$ cat src/rtl/pipe_ctrl_unit.sv
// Control sequencer for the 5-stage pipeline: ID decode, per-stage control
// registers, load-use stall, branch flush and halt sequencing.
module pipe_ctrl_unit #(
  parameter int REG_AW = 3
) (
  input  logic              clk,
  input  logic              rst,
  input  logic [3:0]        id_opcode,
  input  logic [REG_AW-1:0] id_rs,
  input  logic [REG_AW-1:0] id_rt,
  input  logic              mem_zero,
  output logic [2:0]        ex_alu_op,
  output logic              ex_alu_src,
  output logic              ex_reg_dst,
  output logic              mem_read,
  output logic              mem_write,
  output logic              mem_branch,
  output logic              pc_src,
  output logic              wb_reg_write,
  output logic              wb_mem_to_reg,
  output logic              pc_write,
  output logic              ifid_write,
  output logic              ifid_flush,
  output logic              halted
);

  typedef struct packed {
    logic [2:0] aluOp;
    logic       aluSrc;
    logic       regDst;
    logic       memRead;
    logic       memWrite;
    logic       branch;
    logic       regWrite;
    logic       memToReg;
    logic       halt;
  } ctrl_t;

  localparam ctrl_t BUBBLE = ctrl_t'({3'b111, 8'b0000_0000});

  ctrl_t              idCtrl;
  ctrl_t              idex, exmem, memwb;
  ctrl_t              nIdex, nExmem, nMemwb;
  logic [REG_AW-1:0]  idexRt;
  logic               haltPending, nHaltPending;
  logic               branchTaken, loadUse;

  // Flag order below: aluSrc regDst memRead memWrite branch regWrite memToReg halt
  always_comb begin
    idCtrl = BUBBLE;
    unique case (id_opcode)
      4'h0:    idCtrl = ctrl_t'({3'b000, 8'b0100_0100});
      4'h2:    idCtrl = ctrl_t'({3'b010, 8'b1000_0100});
      4'h3:    idCtrl = ctrl_t'({3'b011, 8'b1000_0100});
      4'h4:    idCtrl = ctrl_t'({3'b100, 8'b1010_0110});
      4'h5:    idCtrl = ctrl_t'({3'b100, 8'b1001_0000});
      4'h8:    idCtrl = ctrl_t'({3'b011, 8'b0000_1000});
      4'hF:    idCtrl = ctrl_t'({3'b111, 8'b0000_0001});
      default: idCtrl = BUBBLE;
    endcase
  end

  assign branchTaken = exmem.branch & mem_zero;
  // r0 deliberately takes part in the hazard compare
  assign loadUse     = idex.memRead & ((idexRt == id_rs) | (idexRt == id_rt));

  always_comb begin
    nIdex        = idCtrl;
    nExmem       = idex;
    nMemwb       = exmem;
    nHaltPending = haltPending;
    pc_write     = 1'b1;
    ifid_write   = 1'b1;
    ifid_flush   = 1'b0;
    if (halted) begin
      pc_write   = 1'b0;
      ifid_write = 1'b0;
      nIdex      = BUBBLE;
      nExmem     = BUBBLE;
      nMemwb     = BUBBLE;
    end else if (branchTaken) begin
      // the branch itself still retires into MEM/WB
      ifid_flush   = 1'b1;
      nIdex        = BUBBLE;
      nExmem       = BUBBLE;
      nHaltPending = 1'b0;
    end else if (loadUse || haltPending) begin
      pc_write   = 1'b0;
      ifid_write = 1'b0;
      nIdex      = BUBBLE;
    end else if (idCtrl.halt) begin
      nHaltPending = 1'b1;
    end
  end

  always_ff @(posedge clk or posedge rst) begin
    if (rst) begin
      idex        <= BUBBLE;
      exmem       <= BUBBLE;
      memwb       <= BUBBLE;
      idexRt      <= '0;
      haltPending <= 1'b0;
      halted      <= 1'b0;
    end else begin
      idex        <= nIdex;
      exmem       <= nExmem;
      memwb       <= nMemwb;
      idexRt      <= id_rt;
      haltPending <= nHaltPending;
      // sets on the same edge that MEM/WB captures the halt bit
      halted      <= halted | exmem.halt;
    end
  end

  assign ex_alu_op     = idex.aluOp;
  assign ex_alu_src    = idex.aluSrc;
  assign ex_reg_dst    = idex.regDst;
  assign mem_read      = exmem.memRead;
  assign mem_write     = exmem.memWrite;
  assign mem_branch    = exmem.branch;
  assign pc_src        = branchTaken;
  assign wb_reg_write  = memwb.regWrite;
  assign wb_mem_to_reg = memwb.memToReg;

  logic unusedWb;
  assign unusedWb = ^{memwb.aluOp, memwb.aluSrc, memwb.regDst, memwb.memRead,
                      memwb.memWrite, memwb.branch, memwb.halt};

endmodule

$ cat config.mk
export PLATFORM = sky130hd
export DESIGN_NAME = pipe_ctrl_unit
export DESIGN_NICKNAME = d
export VERILOG_FILES = /design/src/rtl/pipe_ctrl_unit.sv
export SDC_FILE = /design/constraint.sdc
export NUM_CORES = 1
export LEC_CHECK = 0
export CORE_UTILIZATION = 45
export DETAILED_ROUTE_END_ITERATION = 8
export GPL_TIMING_DRIVEN = 1
export PLACE_DENSITY = 0.77
export SETUP_SLACK_MARGIN = 0.02
export SYNTH_ARGS = -nofsm -noshare
export SYNTH_HDL_FRONTEND = slang
export SYNTH_SLANG_ARGS = --single-unit
$ cat constraint.sdc
create_clock -name clk -period 1.7 [get_ports clk]
set_input_delay 0.34 -clock clk [delete_from_list [all_inputs] [get_ports clk]]
set_output_delay 0.34 -clock clk [all_outputs]
set_load 0.01 [all_outputs]
======== After elaboration in Yosys (flattened, before gate mapping) ========
Cells that the tools add are included.
cells by class
  reductions and logical operators ........ 4
  eq/ne operators ......................... 9
  multiplexer cells ....................... 15
  bitwise operators ....................... 5
operator list
  kind                                            number
  case mux 11 bit (7 select lines)                1
  2-to-1 mux 11 bit                               5
  == test 4 x 2 -> 1 bit (second input constant)  2
  == test 4 x 3 -> 1 bit (second input constant)  2
  == test 4 bit (second input constant)           2
  2-to-1 mux 1 bit                                8
  == test 3 bit                                   2
  logical NOT 4 bit                               1
  2-to-1 mux 3 bit                                1
  AND reduction 3 bit                             1
  bitwise AND 1 bit                               2
  inequality test 2 bit (second input constant)   1
  bitwise OR 1 bit                                2
  nonzero test 2 bit                              1
  logical OR 1 bit                                1
  NOT 1 bit                                       1
storage, ports and cells
  output and inout port bits .............. 15
  bits in registers ....................... 24
  logic and storage cells ................. 53

======== Depth between registers and ports, before layout ========
Gate-level depths: netlist of the first run.
  word-level depth ........................ 7
  gate-level depth with buffers ........... 5
  mapped depth without buffers ............ 3

======== Worst setup path before layout of the first run ========
OpenSTA, ideal clock, no wires.
  kind .................................... reg-to-output
  from .................................... register idexRt[1]
  to ...................................... output pc_write
  stages on the path, launching flop included .. 6
  slack ................................... -171 ps
  arrival ................................. 1531 ps
  cell sequence ........................... dfrtp_1 -> xnor2_1 -> and4_1 -> clkbuf_1 -> o31ai_1 -> buf_4
on the way
  word-level cells in the longest chain between the ends .. 7
  elaborated cells on any way between the ends .. 8
  classes of those cells .................. eq/ne: 2; mux: 3; bitwise: 2; reduce/logical: 1
RTL lines
  element                             RTL line  source
  from (decl)                         44        logic [REG_AW-1:0] idexRt;
  from (signal assigned)              108       idexRt <= id_rt;
  == test 3 bit                       65        assign loadUse = idex.memRead & ((idexRt == id_rs) | (idexRt == id_rt));
  bitwise OR 1 bit (*)                65
  bitwise AND 1 bit (*)               65
  logical OR 1 bit (*)                87        end else if (loadUse || haltPending) begin
  2-to-1 mux 1 bit (*) (3 in series)  -
  to (decl)                           21        output logic pc_write,
Every way passes the cells marked *; elsewhere a longest branch is shown, timed or not.

======== Worst setup path in the final report of the first run ========
  from .................................... input id_rs[1]
  to ...................................... output ifid_write
on the way
  word-level cells in the longest chain between the ends .. 7
RTL lines
  element            RTL line  source
  from (decl)        9         input logic [REG_AW-1:0] id_rs,
  == test 3 bit      65
  bitwise OR 1 bit   65
  bitwise AND 1 bit  65
  logical OR 1 bit   87
  2-to-1 mux 1 bit   87
  2-to-1 mux 1 bit   81        end else if (branchTaken) begin
  2-to-1 mux 1 bit   75        if (halted) begin
  to (decl)          22        output logic ifid_write,
No other way between the ends.

==> results.md, run 1 <==
* DR iter-0 viols at 6
* Total power at 1.32 mW
* Crit-path max cell delay at approximately 0.41 ns
* Detailed-route DRC error count at 0
* Unrepaired setup endpoints after global routing: true
* Clock Tree Root: clkbuf_4
* Crit. End Element: output pin
* Post-synth net total at 94
* Most frequent cells in the layout: 19 x dfrtp_1, 14 x clkdlybuf4s50_1, 13 x buf_4, 7 x dlygate4sd2_1
* Share of cells above drive strength 1 at 25.6%
* Worst path bufs/invs at 2
* Fin nets at roughly 130
* CP Launch Type: input port
* Worst EP required at between 1 and 1.5 ns
* Register-to-Register Path Depth at 4
* Reg2Reg Setup Slack at about 0.06 ns
* Ys Warns at 0
* First-pass GRT wire length at 2.60 mm
* RR Endpoint: ex_alu_op[2]
* Number of routed nets with antenna violations at 0
* Clk_lat worst skew at approximately 0.29 ns
* Clk buf depth at 2
* Worst setup path end: ifid_write
* Max capacitance violation total at 0
* Average cell area after synthesis at ~12 um2
* Fmax at between 500 and 600 MHz
* H-Tree Depth at 1
* Post-DP HPWL at 1.37 mm
* Port bufs at 27
* Area Overhead vs Synth at 40.7%
* DRT Wirelength at about 1.7 mm
* Num ports at 28
* Die Width at 47.8 um
* Critical path, cell by cell: clkdlybuf4s50_1 -> xnor2_1 -> and4_4 -> o31ai_4 -> buf_2
* Static Leak at between 0.6 and 0.7 nW
* Full die area at between 0.002 and 0.0025 mm2
* Min-delay worst type: input port to flip-flop
* Tcrit/Tclk final at 107%
* WP depth at 5
* PwrDens at between 900 and 1000 mW/mm2
* Core area at roughly 0.002 mm2
* Global-route usage over all layers at between 10% and 20%
* Vias post-DR at 703
* First-pass DRT Iterations at 4
* FF-to-FF Start: idexRt[0]
* Wire length per cell at 12.1 um
* GRT overflow at 0
* CTS Buf Count at 3
* Avg Vias per Cell at between 4 and 5
* Fin crit period at 1.83 ns
* CP max-delay cell: clkdlybuf4s50_1
* CP Launch Point: id_rs[1]
* Mapped Area at 945 um2
* Largest net degree at the start of global routing at 23
* Fillcell total at between 150 and 200
* WP data arrival at 1.49 ns
* Post-synth EDFFs at 0
* Status: finished with violations
* IR drop worst, VDD at around 0.54 mV
* Failing checks: setup timing
* CTS tree: built
* Final setup vio count at 2
* Cell count after synthesis at 81
* Clock Pin Slew Worst Setup and Hold Paths at between 0.1 and 0.15 ns
* FP Rows at 16
* Antenna violations before repair at 0
* Gpl congestion at roughly 0.82
* Ant. Diodes at 0
* Initial core utilization at about half
* Commonest non-fill, non-tap cell in the layout: dfrtp_1
* Seq/Total Area, Yosys at a little under 60%
* Yosys reg bits at 22
* Slew HR at approximately 80%
* Top_reg_cell synth: dfrtp_1
* Biggest register: idex
* Die Height at approximately 48 um
* Max reg flops at 5
* Final slew viol count at 0
* Synth async-reset ratio at between 90% and 100%
* Vias in the first global route at a little over 600
* Tightest Pin Transition at approximately 0.26 ns
* Worst slack at placement at -0.614 ns
* Post-route clock skew at roughly 0.00048 ns
* Setup CP Type: input port to output pin
* Final Hold Fails at 0
* Largest fanout on the critical path at 2
* CP top delay family: buffers and inverters
* Yosys cell types at 29
* TritonCTS Sinks at 22
* Setup ws final at -0.126 ns
[logic make-up after synthesis]
| family | Yosys count | share of synthesized area, % |
|---|---|---|
| AOI/OAI and AO/OA | 6 | 4.24 |
| xor gates and xnor gates | 7 | 6.49 |
| buffers and inverters | 11 | 6.75 |
| DFF | 22 | 58.7 |
| and+or+nand+nor | 35 | 23.8 |
[report_power, final]
part	internal [mW]	switching [mW]	total, mW
Clock	0.130	0.141	0.271
Sequential	0.579	0.0279	0.606
Combinational	0.219	0.225	0.444
Total	0.928	0.394	1.32
[cells in the mapped netlist, types with 2 or more instances]
| cell type | number | area (um2) |
|---|---|---|
| dfrtp_1 | 19 | 475 |
| or2_2 | 2 | 12.5 |
| nor2b_1 | 4 | 25.0 |
| inv_1 | 3 | 11.3 |
| buf_4 | 4 | 30.0 |
| nor4_1 | 3 | 18.8 |
| dfstp_2 | 3 | 78.8 |
| and2_1 | 6 | 37.5 |
| or3b_1 | 2 | 17.5 |
| nor3_1 | 4 | 20.0 |
| nand2_1 | 3 | 11.3 |
| nand3_1 | 2 | 10.0 |
| clkbuf_1 | 3 | 11.3 |
| xnor2_1 | 6 | 52.6 |
| o31ai_1 | 2 | 15.0 |
| a21oi_1 | 2 | 10.0 |
[stage by stage]
stage          util (%)  instance area (um2)  hold slack, ns  std cells  setup TNS, ns
2_1_floorplan         -                  960           0.327         81              0
3_3_place_gp       66.6                 1310           0.420        140          -2.58
3_5_place_dp       66.6                 1310           0.421        140          -2.69
4_1_cts            67.5                 1320           0.296        144         -0.280
5_1_grt            67.7                 1330           0.299        144         -0.344
6_report           67.7                 1330           0.302        144         -0.249
[layout make-up]
cell class,count,area (um2),share of cell area (%)
multi-input cells,48,349,26.3
well taps,27,33.8,2.54
repair buffers,40,344,25.9
clock buffers,4,36.3,2.73
flip-flops and latches,22,554,41.7
inverters,3,11.3,0.847
[worst min-delay path by stage]
stage | from | cells past startpoint | slack (ns) | end
detailed placement | exmem[0] | 1 | 0.42 | halted
finish | id_rt[2] | 1 | 0.30 | idexRt[2]
global placement | exmem[0] | 1 | 0.42 | halted
CTS | id_rt[2] | 1 | 0.30 | idexRt[2]
global route | id_rt[2] | 1 | 0.30 | idexRt[2]
floorplan | rst | 1 | 0.33 | ex_alu_src
[per-layer routing]
layer	global-route usage (%)	vias up	share of wire [%]
met3	4.53	0	4.1
met1	18.1	336	39
met5	0	-	0
met2	31.6	17	57
li1	-	350	-
met4	8.33	0	0
[what timing repair did]
item / CTS / global route
resized for setup: 23 / 5
cloned: 0 / 0
hold buffers: 0 / 0
pin swaps: 1 / 1
buffers inserted: 0 / 0
endpoints found under the hold margin: 0 / 0
endpoints found under the setup margin: 9 / 8
(Power assumes the default switching activity.)
==> run 2: changes to the inputs <==
==> constraint.sdc (replaced) <==
create_clock -name clk -period 2.07 [get_ports clk]
set_input_delay 0.414 -clock clk [delete_from_list [all_inputs] [get_ports clk]]
set_output_delay 0.414 -clock clk [all_outputs]
set_load 0.01 [all_outputs]
==> run 2 against run 1 <==
Compared with the run above:
- the run now ends clean
- worst hold slack worse by 0.039 ns
- critical path type unchanged
- sequential power is 18% lower
- via count is 1.1% lower
- clock skew is 0.0039 ns higher
- setup slack better by 0.16 ns
- combinational power is 21% lower
- wire length is 2.3% lower
- critical path depth stayed put
- total power is 18% lower
==> results.md, run 2 (synthesis results as in run 1) <==
* Number of routed nets with antenna violations at 0
* TritonCTS Sinks at 22
* GRT overflow at 0
* Share of cells above drive strength 1 at between 20% and 30%
* Clk buf depth at 2
* Ant. Diodes at 0
* Gate power share at between 30% and 40%
* Initial core utilization at 48.2%
* Final core utilization at between 60 and 70%
* DR iter-0 viols at 0
* CP Launch Type: input port
* Wire length per cell at 12.2 um
* Post-route clock skew at around 0.0043 ns
* CTS tree: built
* Biggest register: idex
* CP top delay family: buffers and inverters
* Tcrit/Tclk final at a little over nine tenths
* Die Height at approximately 48 um
* Vias in the first global route at between 500 and 600
* Critical path, cell by cell: clkdlybuf4s50_1 -> xnor2_1 -> and4_4 -> o31ai_2 -> buf_2
* Unrepaired setup endpoints after global routing: true
* Core area at 0.00196 mm2
* Port bufs at 27
* Total power at around 1.1 mW
* Tightest Pin Transition at 0.283 ns
* Crit. End Element: output pin
* Fmax at 491 MHz
* Largest net degree at the start of global routing at 23
* First-pass GRT wire length at 2.51 mm
* Max capacitance violation total at 0
* CTS Buf Count at 3
* Vias post-DR at slightly below 700
* IR drop worst, VDD at ~0.51 mV
* Area Overhead vs Synth at 37.2%
* Die Width at 47.8 um
* Max reg flops at 5
* Switching Share at 29.5%
* Min-delay worst type: input port to flip-flop
* Worst hold slack at approximately 0.26 ns
* Final setup vio count at 0
* Clk_lat worst skew at roughly 0.31 ns
* Clock power share at about a fifth
* First-pass DRT Iterations at 1
* Setup CP Type: input port to output pin
* Largest fanout on the critical path at 2
* Post-DP HPWL at ~1.3 mm
* Clock Pin Slew Worst Setup and Hold Paths at around 0.11 ns
* Sw Pwr at 319 uW
* Final slew viol count at 0
* Status: completed
* Most frequent cells in the layout: 20 x clkdlybuf4s50_1, 19 x dfrtp_1, 9 x buf_4, 6 x xnor2_1, 6 x and2_1
* Detailed-route DRC error count at 0
* FP Rows at 16
* Fin crit period at about 2 ns
* Hold-fix buffers at CTS at 0
* DRT Wirelength at between 1.5 and 2 mm
* Avg Vias per Cell at ~5.0
* Gpl congestion at 0.818
* Full die area at 0.00229 mm2
* Fin nets at between 100 and 150
* Commonest non-fill, non-tap cell in the layout: clkdlybuf4s50_1
* PwrDens at between 800 and 900 mW/mm2
* Antenna violations before repair at 0
* Slew HR at between 80% and 90%
* Internal Power at about 760 uW
* Worst path bufs/invs at 2
* Num ports at 28
* Sequential power share at between 40 and 50%
* Global-route usage over all layers at between 10% and 20%
* Final Hold Fails at 0
* CP max-delay cell: clkdlybuf4s50_1
* H-Tree Depth at 1
* Clock Tree Root: clkbuf_4
* WP data arrival at about 1.6 ns
* Crit-path max cell delay at 0.44 ns
* Worst EP required at 1.66 ns
* Static Leak at 0.597 nW
## run 2: final timing paths
| path | end | cells after the start | slack, ns | start |
|---|---|---|---|---|
| max in group asynchronous | ex_alu_op[1] | 3 | 1.38 | rst |
| min in group asynchronous | idexRt[0] | 3 | 0.42 | rst |
| hold / removal | idexRt[1] | 1 | 0.26 | id_rt[1] |
| hold reg to reg | halted | 1 | 0.45 | exmem[0] |
| setup reg to reg | ex_alu_op[2] | 5 | 0.36 | idexRt[0] |
| setup / recovery | ifid_write | 5 | 0.03 | id_rs[0] |
## run 2: area by class of cell
cell class,count,area [um2]
clock buffer,4,36.3
fill,160,666
inverter,3,11.3
multi-input combinational,48,334
sequential,22,554
tap,27,33.8
timing repair buffer,36,327
## run 2: stage by stage
step                instances  setup TNS [ns]  setup WS [ns]  cell area [um2]
floorplan                  81               0          0.108              945
global placement          135           -1.02         -0.435             1260
detailed placement        135           -1.15         -0.492             1260
CTS                       140               0         0.0301             1290
global route              140               0        0.00331             1300
finish                    140               0         0.0334             1300
## run 2: metal layers
| metal | vias to the layer above | global-route usage (%) | part of all wire, % |
|---|---|---|---|
| met5 | - | 0 | 0 |
| met4 | 0 | 9.44 | 2.9 |
| met3 | 6 | 4.91 | 3.7 |
| met2 | 19 | 27.6 | 52 |
| met1 | 332 | 19.5 | 41 |
| li1 | 338 | - | - |
## run 2: power by group through the flow
| stage | clock, mW | combinational (mW) | sequential, mW |
|---|---|---|---|
| 4_1_cts | 0.239 | 0.357 | 0.500 |
| 2_1_floorplan | 0 | 0.197 | 0.514 |
| 5_1_grt | 0.260 | 0.385 | 0.504 |
| 6_report | 0.231 | 0.352 | 0.499 |
| 3_3_place_gp | 0 | 0.346 | 0.506 |
| 3_5_place_dp | 0 | 0.352 | 0.507 |
## run 2: timing repair
action,4_1_cts,5_1_grt
setup buffers,1,0
pin swaps,2,1
gates cloned,0,0
gates resized for setup,13,3
setup endpoints to repair,4,3
==> run 3: changes to the inputs <==
--- a/config.mk
+++ b/config.mk
@@ -10,6 +10,7 @@
 export GPL_TIMING_DRIVEN = 1
 export PLACE_DENSITY = 0.77
 export SETUP_SLACK_MARGIN = 0.02
+export SKIP_CTS_REPAIR_TIMING = 1
 export SYNTH_ARGS = -nofsm -noshare
 export SYNTH_HDL_FRONTEND = slang
 export SYNTH_SLANG_ARGS = --single-unit
==> run 3 against run 2 <==
Compared with the run above:
- non-clock buffer count fell by 1
- count of clock-buffer cells in the layout did not move
- combinational power fell by 2%
- clock skew fell by 0.0020 ns
- first-iteration DRC count did not move
- die area did not move
- global-route usage fell by 0.24 points
- highest routed layer unchanged
- critical endpoint is now pc_write
- largest cell class unchanged
==> results.md, run 3 (synthesis results as in run 1) <==
* Tightest Pin Transition at 0.281 ns
* Full die area at approximately 0.0023 mm2
* Vias in the first global route at 560
* Detailed-route DRC error count at 0
* Area Overhead vs Synth at 38.7%
* Largest fanout on the critical path at 2
* H-Tree Depth at 1
* CP Launch Type: input port
* DR iter-0 viols at 0
* Global-route usage over all layers at 16.5%
* Port bufs at 27
* Gpl congestion at just over 0.8
* Met3 usage at under 10%
* Crit. End Element: output pin
* GR met1 Demand/Resource at between 10% and 20%
* Num ports at 28
* Wire length per cell at roughly 12 um
* Static Leak at ~0.65 nW
* Share of cells above drive strength 1 at between 10% and 20%
* Final slew viol count at 0
* Slew HR at 81.2%
* Setup CP Type: input port to output pin
* Commonest non-fill, non-tap cell in the layout: clkdlybuf4s50_1
* Die Height at about 48 um
* Avg Vias per Cell at 4.92
* Clock Pin Slew Worst Setup and Hold Paths at 0.12 ns
* WHS Path Cells at 1
* First-pass GRT wire length at around 2.5 mm
* Total power at about 1.1 mW
* Unrepaired setup endpoints after global routing: true
* TritonCTS Sinks at 22
* Final core utilization at 66.8%
* CTS tree: built
* Min-delay worst type: input port to flip-flop
* Clk buf depth at 2
* Global routing's busiest layer: met2
* Max capacitance violation total at 0
* Worst hold slack at 0.259 ns
* Clk_lat worst skew at ~0.31 ns
* Final setup vio count at 0
* Most frequent cells in the layout: 20 x clkdlybuf4s50_1, 19 x dfrtp_1, 8 x buf_4
* Setup ws final at 0.0732 ns
* Ant. Diodes at 0
* Biggest register: idex
* Clock Tree Root: clkbuf_4
* Post-route clock skew at 0.00235 ns
* First-pass DRT Iterations at 1
* Status: completed
* DRT Wirelength at between 1.5 and 2 mm
* Post-DP HPWL at 1.31 mm
* Fin nets at between 100 and 150
* WP data arrival at 1.58 ns
* Fmax at about 500 MHz
* PwrDens at between 800 and 900 mW/mm2
* Vias post-DR at ~680
* Initial core utilization at 48.2%
* Die Width at 47.8 um
* Antenna violations before repair at 0
* Largest net degree at the start of global routing at 23
* CTS Buf Count at 3
* Register-to-Register Path Depth at 4
* Number of routed nets with antenna violations at 0
* Fin crit period at ~2.0 ns
* GRT met2 Usage at 27.6%
* Tcrit/Tclk final at 96.5%
* GRT overflow at 0
* FP Rows at 16
* Worst EP required at 1.66 ns
* Final Hold Fails at 0
* Max reg flops at 5
* Core area at ~0.0020 mm2
* IR drop worst, VDD at 0.496 mV
* Worst slack at placement at -0.492 ns
run 3: final cells by class:
type | instances | area (um2)
well taps | 27 | 33.8
fillers | 158 | 652
repair buffers | 35 | 340
flip-flops and latches | 22 | 554
inverters | 3 | 11.3
multi-input cells | 48 | 334
clock buffers | 4 | 36.3
run 3: final timing paths:
path / from / end / slack (ns)
min in group asynchronous: rst / idexRt[0] / 0.42
max in group asynchronous: rst / ex_alu_op[1] / 1.39
worst max register to register: idexRt[0] / ex_alu_op[2] / 0.46
worst min-delay path: id_rt[2] / idexRt[2] / 0.26
worst min register to register: exmem[0] / halted / 0.45
worst max-delay path: id_rs[0] / pc_write / 0.07
run 3: worst max-delay path: stages:
cell	delay (ns)
clkdlybuf4s50_1	0.44
xnor2_1	0.15
and4_4	0.19
o31ai_2	0.20
dlymetal6s2s_1	0.19
run 3: routing by layer:
layer / share of wire, % / vias up
li1: - / 337
met1: 42 / 326
met4: 2.3 / 0
met5: 0 / -
met2: 52 / 17
met3: 3.4 / 4
run 3: power breakdown:
part           internal (mW)  switching, mW  leakage (nW)
Combinational          0.177          0.169         0.348
Sequential             0.475         0.0242         0.284
Clock                  0.108          0.127        0.0210
run 3: per-stage QoR:
| step | std cells | TNS (ns) | cell area [um2] |
|---|---|---|---|
| 6_report | 139 | 0 | 1310 |
| 5_1_grt | 139 | 0 | 1310 |
| 4_1_cts | 139 | -1.15 | 1290 |
| 3_5_place_dp | 135 | -1.15 | 1260 |
| 3_3_place_gp | 135 | -1.02 | 1260 |
| 2_1_floorplan | 81 | 0 | 945 |
